**config.mk**
```make
export PLATFORM = sky130hd
export DESIGN_NAME = ysyx_25030093_wb_arb
export DESIGN_NICKNAME = d
export VERILOG_FILES = /design/src/rtl/ysyx_25030093_wb_pkg.sv /design/src/rtl/ysyx_25030093_rr_arb2.sv /design/src/rtl/ysyx_25030093_wb_arb.sv
export SDC_FILE = /design/constraint.sdc
export NUM_CORES = 1
export LEC_CHECK = 0
export CORE_ASPECT_RATIO = 0.6
export CORE_MARGIN = 1
export CORE_UTILIZATION = 44
export CTS_BUF_LIST = sky130_fd_sc_hd__clkbuf_4
export CTS_CLUSTER_DIAMETER = 60
export CTS_CLUSTER_SIZE = 30
export DETAILED_ROUTE_END_ITERATION = 16
export PLACE_DENSITY_LB_ADDON = 0.12
export SKIP_LAST_GASP = 1
export SYNTH_ARGS = -nofsm -noshare
export SYNTH_HDL_FRONTEND = slang
export SYNTH_SLANG_ARGS = --single-unit
export TNS_END_PERCENT = 100
```
**constraint.sdc**
```tcl
create_clock -name clock -period 3.4 [get_ports clock]
set_clock_uncertainty 0.15 [all_clocks]
set_input_delay 0.68 -clock clock [delete_from_list [all_inputs] [get_ports clock]]
set_output_delay 0.68 -clock clock [all_outputs]
set_load 0.03 [all_outputs]
```
**src/rtl/ysyx_25030093_wb_pkg.sv**
```systemverilog
// ============================================================================
// Module      : ysyx_25030093_wb_pkg
// Description : Shared types and constants for the write-back arbiter.
// Revision    : 1.0 - initial release
// ============================================================================
`default_nettype none

package ysyx_25030093_wb_pkg;

    localparam int c_XLEN = 32;
    localparam int c_RA_W = 5;

    typedef enum logic {
        IDLE  = 1'b0,
        WRITE = 1'b1
    } wb_state_e;

    localparam logic c_SRC_EXU = 1'b0;
    localparam logic c_SRC_LSU = 1'b1;

endpackage

`default_nettype wire

```
**src/rtl/ysyx_25030093_rr_arb2.sv**
```systemverilog
// ============================================================================
// Module      : ysyx_25030093_rr_arb2
// Description : Two-way round-robin arbiter with a one-hot grant; bit 0 is
//               requester 0 (EXU), bit 1 is requester 1 (LSU).
// Revision    : 1.0 - initial release
// ============================================================================
`default_nettype none

module ysyx_25030093_rr_arb2
    import ysyx_25030093_wb_pkg::*;
(
    input  logic [1:0] req,
    input  logic       last,
    input  logic       en,
    output logic [1:0] gnt
);

    always_comb begin
        gnt = 2'b00;
        if (en) begin
            case (req)
                2'b01:   gnt = 2'b01;
                2'b10:   gnt = 2'b10;
                // On conflict, favour whichever side was not granted last.
                2'b11:   gnt = (last == c_SRC_LSU) ? 2'b01 : 2'b10;
                default: gnt = 2'b00;
            endcase
        end
    end

endmodule

`default_nettype wire

```
**src/rtl/ysyx_25030093_wb_arb.sv**
```systemverilog
// ============================================================================
// Module      : ysyx_25030093_wb_arb
// Description : Register-file write-back arbiter for EXU and LSU; one write
//               and one commit pulse per accepted request. Define
//               YSYX_25030093_WB_PERF_EN to add the perf counter ports.
// Revision    : 1.0 - initial release
// ============================================================================
`default_nettype none

module ysyx_25030093_wb_arb
    import ysyx_25030093_wb_pkg::*;
#(
    parameter int XLEN = c_XLEN,
    parameter int RA_W = c_RA_W
) (
    input  logic            clock,
    input  logic            reset,
    input  logic            exu_valid,
    output logic            exu_ready,
    input  logic            exu_wen,
    input  logic [RA_W-1:0] exu_rd,
    input  logic [XLEN-1:0] exu_data,
    input  logic            lsu_valid,
    output logic            lsu_ready,
    input  logic            lsu_wen,
    input  logic [RA_W-1:0] lsu_rd,
    input  logic [XLEN-1:0] lsu_data,
    output logic            rf_wen,
    output logic [RA_W-1:0] rf_waddr,
    output logic [XLEN-1:0] rf_wdata,
    output logic            commit_valid,
    output logic            commit_src,
    output logic            busy
`ifdef YSYX_25030093_WB_PERF_EN
    ,
    output logic [31:0]     perf_exu_cnt,
    output logic [31:0]     perf_lsu_cnt,
    output logic [31:0]     perf_conflict_cnt
`endif
);

    wb_state_e       r_state;
    logic            r_last_src;
    logic            r_src;
    logic            r_wen;
    logic [RA_W-1:0] r_rd;
    logic [XLEN-1:0] r_data;

    logic [1:0]      w_gnt;
    logic            w_exu_hs;
    logic            w_lsu_hs;
    logic            w_write;

    ysyx_25030093_rr_arb2 u_rr_arb2 (
        .req  ({lsu_valid, exu_valid}),
        .last (r_last_src),
        .en   ((r_state == IDLE) && !reset),
        .gnt  (w_gnt)
    );

    assign exu_ready = w_gnt[0];
    assign lsu_ready = w_gnt[1];
    assign w_exu_hs  = exu_valid && exu_ready;
    assign w_lsu_hs  = lsu_valid && lsu_ready;

    always_ff @(posedge clock) begin
        if (reset) begin
            r_state    <= IDLE;
            r_last_src <= c_SRC_LSU;
            r_src      <= c_SRC_EXU;
            r_wen      <= 1'b0;
            r_rd       <= '0;
            r_data     <= '0;
        end else begin
            case (r_state)
                IDLE: begin
                    if (w_exu_hs || w_lsu_hs) begin
                        r_state    <= WRITE;
                        r_last_src <= w_lsu_hs ? c_SRC_LSU : c_SRC_EXU;
                        r_src      <= w_lsu_hs ? c_SRC_LSU : c_SRC_EXU;
                        r_wen      <= w_lsu_hs ? lsu_wen  : exu_wen;
                        r_rd       <= w_lsu_hs ? lsu_rd   : exu_rd;
                        r_data     <= w_lsu_hs ? lsu_data : exu_data;
                    end
                end
                WRITE:   r_state <= IDLE;
                default: r_state <= IDLE;
            endcase
        end
    end

    // Reset landing on the WRITE cycle suppresses both the write and the commit.
    assign w_write      = (r_state == WRITE) && !reset;
    assign rf_wen       = w_write && r_wen && (r_rd != '0);
    assign rf_waddr     = w_write ? r_rd   : '0;
    assign rf_wdata     = w_write ? r_data : '0;
    assign commit_valid = w_write;
    assign commit_src   = w_write && r_src;
    assign busy         = (r_state != IDLE);

`ifdef YSYX_25030093_WB_PERF_EN
    always_ff @(posedge clock) begin
        if (reset) begin
            perf_exu_cnt      <= '0;
            perf_lsu_cnt      <= '0;
            perf_conflict_cnt <= '0;
        end else begin
            if (commit_valid && (r_src == c_SRC_EXU)) perf_exu_cnt <= perf_exu_cnt + 32'd1;
            if (commit_valid && (r_src == c_SRC_LSU)) perf_lsu_cnt <= perf_lsu_cnt + 32'd1;
            if ((r_state == IDLE) && exu_valid && lsu_valid)
                perf_conflict_cnt <= perf_conflict_cnt + 32'd1;
        end
    end
`endif

endmodule

`default_nettype wire
```
# Yosys cells after proc, flatten, opt, wreduce, memory -nomap -nowiden
# Index checks and enable logic that the tools add are counted.
dict set report totals {
  out_inout_bits 43
  reg_bits 41
}
dict set report op_classes {
  reduce_logical 11
  bitwise_logic 1
  mux 11
  n_eq_ne 3
}
# cell count
set op_table {}
lappend op_table {{32-bit 2-to-1 mux} 2}
lappend op_table {{5-bit 2-to-1 mux} 2}
lappend op_table {{1-bit logical AND} 7}
lappend op_table {{2-bit one-hot mux with 3 select lines} 1}
lappend op_table {{5-bit nonzero test} 1}
lappend op_table {{2-bit equality test (second input constant)} 2}
lappend op_table {{2-bit 2-to-1 mux} 2}
lappend op_table {{1-bit 2-to-1 mux} 3}
lappend op_table {{2-bit by 1-bit equality test with 1-bit output (second input constant)} 1}
lappend op_table {{1-bit one-hot mux with 2 select lines} 1}
lappend op_table {{2-bit AND reduction} 1}
lappend op_table {{1-bit logical NOT} 1}
lappend op_table {{1-bit logical OR} 1}
lappend op_table {{1-bit inverter} 1}

# Longest topological paths before layout
dict set report depth {
  word_depth 7
  depth_mapped 6
  depth_no_buf 3
}

# Hierarchy
# From an unflattened synthesis, not the netlist that was laid out.
dict set report hier_totals {
  hier_cells 191
  hier_area_um2 2104.5
}
# module cells_per_inst area_per_inst_um2 n_inst
set by_module_without_submodules {}
lappend by_module_without_submodules {ysyx_25030093_wb_arb 186 2083.2 1}
lappend by_module_without_submodules {ysyx_25030093_rr_arb2 5 21.3 1}

# Least setup slack after synthesis
# OpenSTA, ideal clock, no wires.
dict set report synth_timing {
  kind {input to output}
  start {input port reset}
  end {output port rf_wen}
  arrival_time_ps 1859
  t_required_ps 2570
  cell_stages 4
  n_path_buf 2
  slack_ps 711
  cell_sequence {buf_2 -> nor2b_1 -> clkbuf_1 -> o311a_1}
}
dict set report synth_between {
  elab_chain_len 4
}
# item line
set synth_rtl {}
lappend synth_rtl {{start: declaration} ysyx_25030093_wb_arb.sv:17} ;# input logic reset,
lappend synth_rtl {{1-bit logical NOT} ysyx_25030093_wb_arb.sv:93} ;# assign w_write = (r_state == WRITE) && !reset;
lappend synth_rtl {{1-bit logical AND} ysyx_25030093_wb_arb.sv:93}
lappend synth_rtl {{via commit_valid} ysyx_25030093_wb_arb.sv:31} ;# output logic commit_valid,
lappend synth_rtl {{1-bit logical AND (2 in series)} ysyx_25030093_wb_arb.sv:94} ;# assign rf_wen = w_write && r_wen && (r_rd != '0);
lappend synth_rtl {{end: declaration} ysyx_25030093_wb_arb.sv:28} ;# output logic rf_wen,
# The timed path passes the listed nets, and every way through them passes these cells.

# Worst setup path in the final report
dict set report layout_timing {
  start {register r_state, in the netlist busy}
  end {output port rf_wdata[17]}
}
dict set report layout_between {
  elab_chain_len 2
}
# item line
set layout_rtl {}
lappend layout_rtl {{start: declaration} ysyx_25030093_wb_arb.sv:42} ;# wb_state_e r_state;
lappend layout_rtl {{start signal: assignment} ysyx_25030093_wb_arb.sv:68} ;# r_state <= IDLE;
lappend layout_rtl {{start signal: assignment} ysyx_25030093_wb_arb.sv:78} ;# r_state <= WRITE;
lappend layout_rtl {{start signal: assignment} ysyx_25030093_wb_arb.sv:86} ;# WRITE: r_state <= IDLE;
lappend layout_rtl {{1-bit logical AND} ysyx_25030093_wb_arb.sv:93}
lappend layout_rtl {{32-bit 2-to-1 mux} ysyx_25030093_wb_arb.sv:96} ;# assign rf_wdata = w_write ? r_data : '0;
lappend layout_rtl {{end: declaration} ysyx_25030093_wb_arb.sv:30} ;# output logic [XLEN-1:0] rf_wdata,
# Every way passes these cells.

==> flow_metrics.env <==
export IMPL_finalNetCount=468
export IMPL_cp_end_kind="output pin"
export IMPL_grt_use_met1_pct=37.5
export IMPL_peakVddDrop_mv=0.150
export IMPL_drc=0
export IMPL_die_w_um=96.0
export IMPL_synth_edff_count=0
export IMPL_cp_num_buf_inv=2
export IMPL_grt_use_met2_pct=42.6
export IMPL_ys_seq_elements=41
export IMPL_cp_data_required_time_ns=2.57
export IMPL_antenna_cells=0
export IMPL_yosysTopAreaCell="dfxtp_1"
export IMPL_dr_pass1_iters=4
export IMPL_ys_top_cells_by_area="dfxtp_1 35%, a311oi_1 14%, nand4_1 10%, and2_1 9.9%, a21oi_1 8.2%"
export IMPL_grt_busiest_layer="met2"
export IMPL_yosys_warnings=0
export IMPL_crit_chain="nor2b_2, buf_4, and2_1, clkdlybuf4s50_1"
export IMPL_grtUsageMet3_pct=6.98
export IMPL_die_area_um2=5600
export IMPL_synth_nets=369
export IMPL_post_drt_wl_per_cell_um=16.6
export IMPL_fin_crit_sh_pct=89.9
export IMPL_drive_above_1_share_pct=11.6
export IMPL_cp_start_kind="register"
export IMPL_slew_headroom_pct=55.6
export IMPL_rows=20
export IMPL_worst_slew_pin_slew_ns=0.665
export IMPL_first_global_vias=2412
export IMPL_cp_max_fo=39
export IMPL_coreArea_um2=5080
export IMPL_via_per_inst=6.00
export IMPL_async_reset_ff_share_pct=0
export IMPL_clkSinkCount=41
export IMPL_dieHeight_um=58.4
export IMPL_gp_congestion=0.748
export IMPL_cts_root_buf="clkbuf_4"
export IMPL_drt_iter0_markers=202
export IMPL_rsz0062_at_grt="no"
export IMPL_yosysUniqueCellTypes=25
export IMPL_grt_overflow=0
export IMPL_initial_utilization_pct=45.9
export IMPL_fin_setup_tns_ns=0
export IMPL_cts_htree_levels=2
export IMPL_crit_arrival_ns=2.23
export IMPL_dpl_hpwl_um=4800
export IMPL_grt_first_pass_wirelength_um=11600
export IMPL_finalHoldViolations=0
export IMPL_synth_seq_area_share_pct=35.2
export IMPL_critical_path_class="reg2out"
export IMPL_synth_cells=289
export IMPL_slowest_stage="clkdlybuf4s50_1"
export IMPL_fin_crit_ns=3.06
export IMPL_p_total_mw=1.11
export IMPL_timing_fmax_mhz=327
export IMPL_setup_viol=0
export IMPL_port_buffers=122
export IMPL_cts_setup_buffers=0
export IMPL_max_stage_delay_ns=0.67
export IMPL_synth_common_cells="41 x dfxtp_1, 38 x a21oi_1, 38 x a311oi_1, 38 x nand4_1, 38 x o21ai_0"
export IMPL_clock_path_buffers=2
export IMPL_io_pins=123
export IMPL_cts_resized=0
export IMPL_grt_use_total_pct=26.8
export IMPL_crit_family="buffers and inverters"
export IMPL_antenna_found_initial=0
export IMPL_yosysTopAreaCellShare_pct=35.2
export IMPL_cts_hold_buf=0
export IMPL_synthFlopType="dfxtp_1"
export IMPL_maxSlewViolCount=0
export IMPL_vias=2723
export IMPL_fin_cells=454
export IMPL_power_density_nw_per_um2=317
export IMPL_antenna_left=0
export IMPL_area_growth_pct=50.5
export IMPL_synth_most_common_cell="dfxtp_1"
export IMPL_cts_tree="built"
export IMPL_numCtsBuffers=5
export IMPL_clk_pin_slew_worst_paths_ns=0.12
export IMPL_synth_area_um2=2330
export IMPL_syn_avg_cell_area_um2=8.07
export IMPL_cap_viol_max_count=0
export IMPL_hold_path_class="reg2reg"
export IMPL_clock_latency_ns=0.34
export IMPL_wl_um=7520
export IMPL_dp_cells=447
export IMPL_leakage_nw=1.24
export IMPL_grt_start_max_net_pins=49
export IMPL_status="complete, no violations"
sequential cells by signal, indices dropped and copies added, names as in the netlist:
register / flops
r_data: 32
r_rd: 5
busy: 1
r_last_src: 1
r_src: 1
r_wen: 1
placed cells by master, fill, tap and decap left out, types with 2 or more instances in the layout:
master           netlist  routed
inv_1                  2       2
a21oi_1               38      38
o21ai_0               38      38
a311oi_1              38      38
dfxtp_1               41      41
nand4_1               38      38
a211o_1                2       2
nand2b_1               2       2
and2_1                37      37
clkdlybuf4s50_1        0      97
buf_4                  4      34
clkbuf_4               0       6
nor2_1                 2       2
stage by stage:
step                hold WS, ns  worst slack, ns  utilization (%)  area (um2)
finish                    0.353            0.345             69.1        3510
detailed placement        0.337            0.513             68.1        3460
CTS                       0.355            0.333             69.1        3510
floorplan                 0.314            0.711                -        2330
global route              0.389            0.186             69.1        3510
global placement          0.335            0.537             68.1        3460
power by group:
part / switching, mW / internal (mW) / total (mW)
registers: 0.0233 / 0.522 / 0.545
clock network: 0.152 / 0.0833 / 0.235
logic: 0.170 / 0.163 / 0.333
total: 0.346 / 0.768 / 1.11
area by class of cell:
| type | instances | area (um2) |
|---|---|---|
| clock buffer | 6 | 45.0 |
| sequential | 41 | 821 |
| clock inverter | 1 | 3.75 |
| tap | 66 | 82.6 |
| fill | 421 | 1570 |
| inverter | 2 | 7.51 |
| timing repair buffer | 133 | 1250 |
| multi-input combinational | 205 | 1300 |
worst min-delay path, delay by kind of cell, from the launching register on:
| family | cells | cell delay, ns |
|---|---|---|
| DFF | 1 | 0.32 |
| AOI/OAI and AO/OA | 1 | 0.08 |
| buffers and inverters | 1 | 0.07 |
final timing paths:
path,start,to,slack (ns),cells past startpoint
max reg2reg,busy$_SDFF_PP0_,r_data[28]$_SDFFE_PP0P_,1.38,4
min,r_src$_SDFFE_PP0P_,r_src$_SDFFE_PP0P_,0.35,2
max,busy$_SDFF_PP0_,rf_wdata[17],0.34,4
min reg2reg,r_src$_SDFFE_PP0P_,r_src$_SDFFE_PP0P_,0.35,2
logic make-up (layout without fill, tap and decap cells):
kind of cell	count (synthesis)	after routing	synth area share, %
flops	41	41	35.2
compound gates	118	118	32.2
simple gates	87	87	23.4
buf+inv	43	142	9.23
routing by layer:
metal | vias up | routed length (um)
li1 | 1310 | -
met1 | 1244 | 3420
met2 | 165 | 3210
met3 | 4 | 854
met4 | 0 | 38
met5 | - | 0
Note: power is estimated with default switching activity, not from simulation.
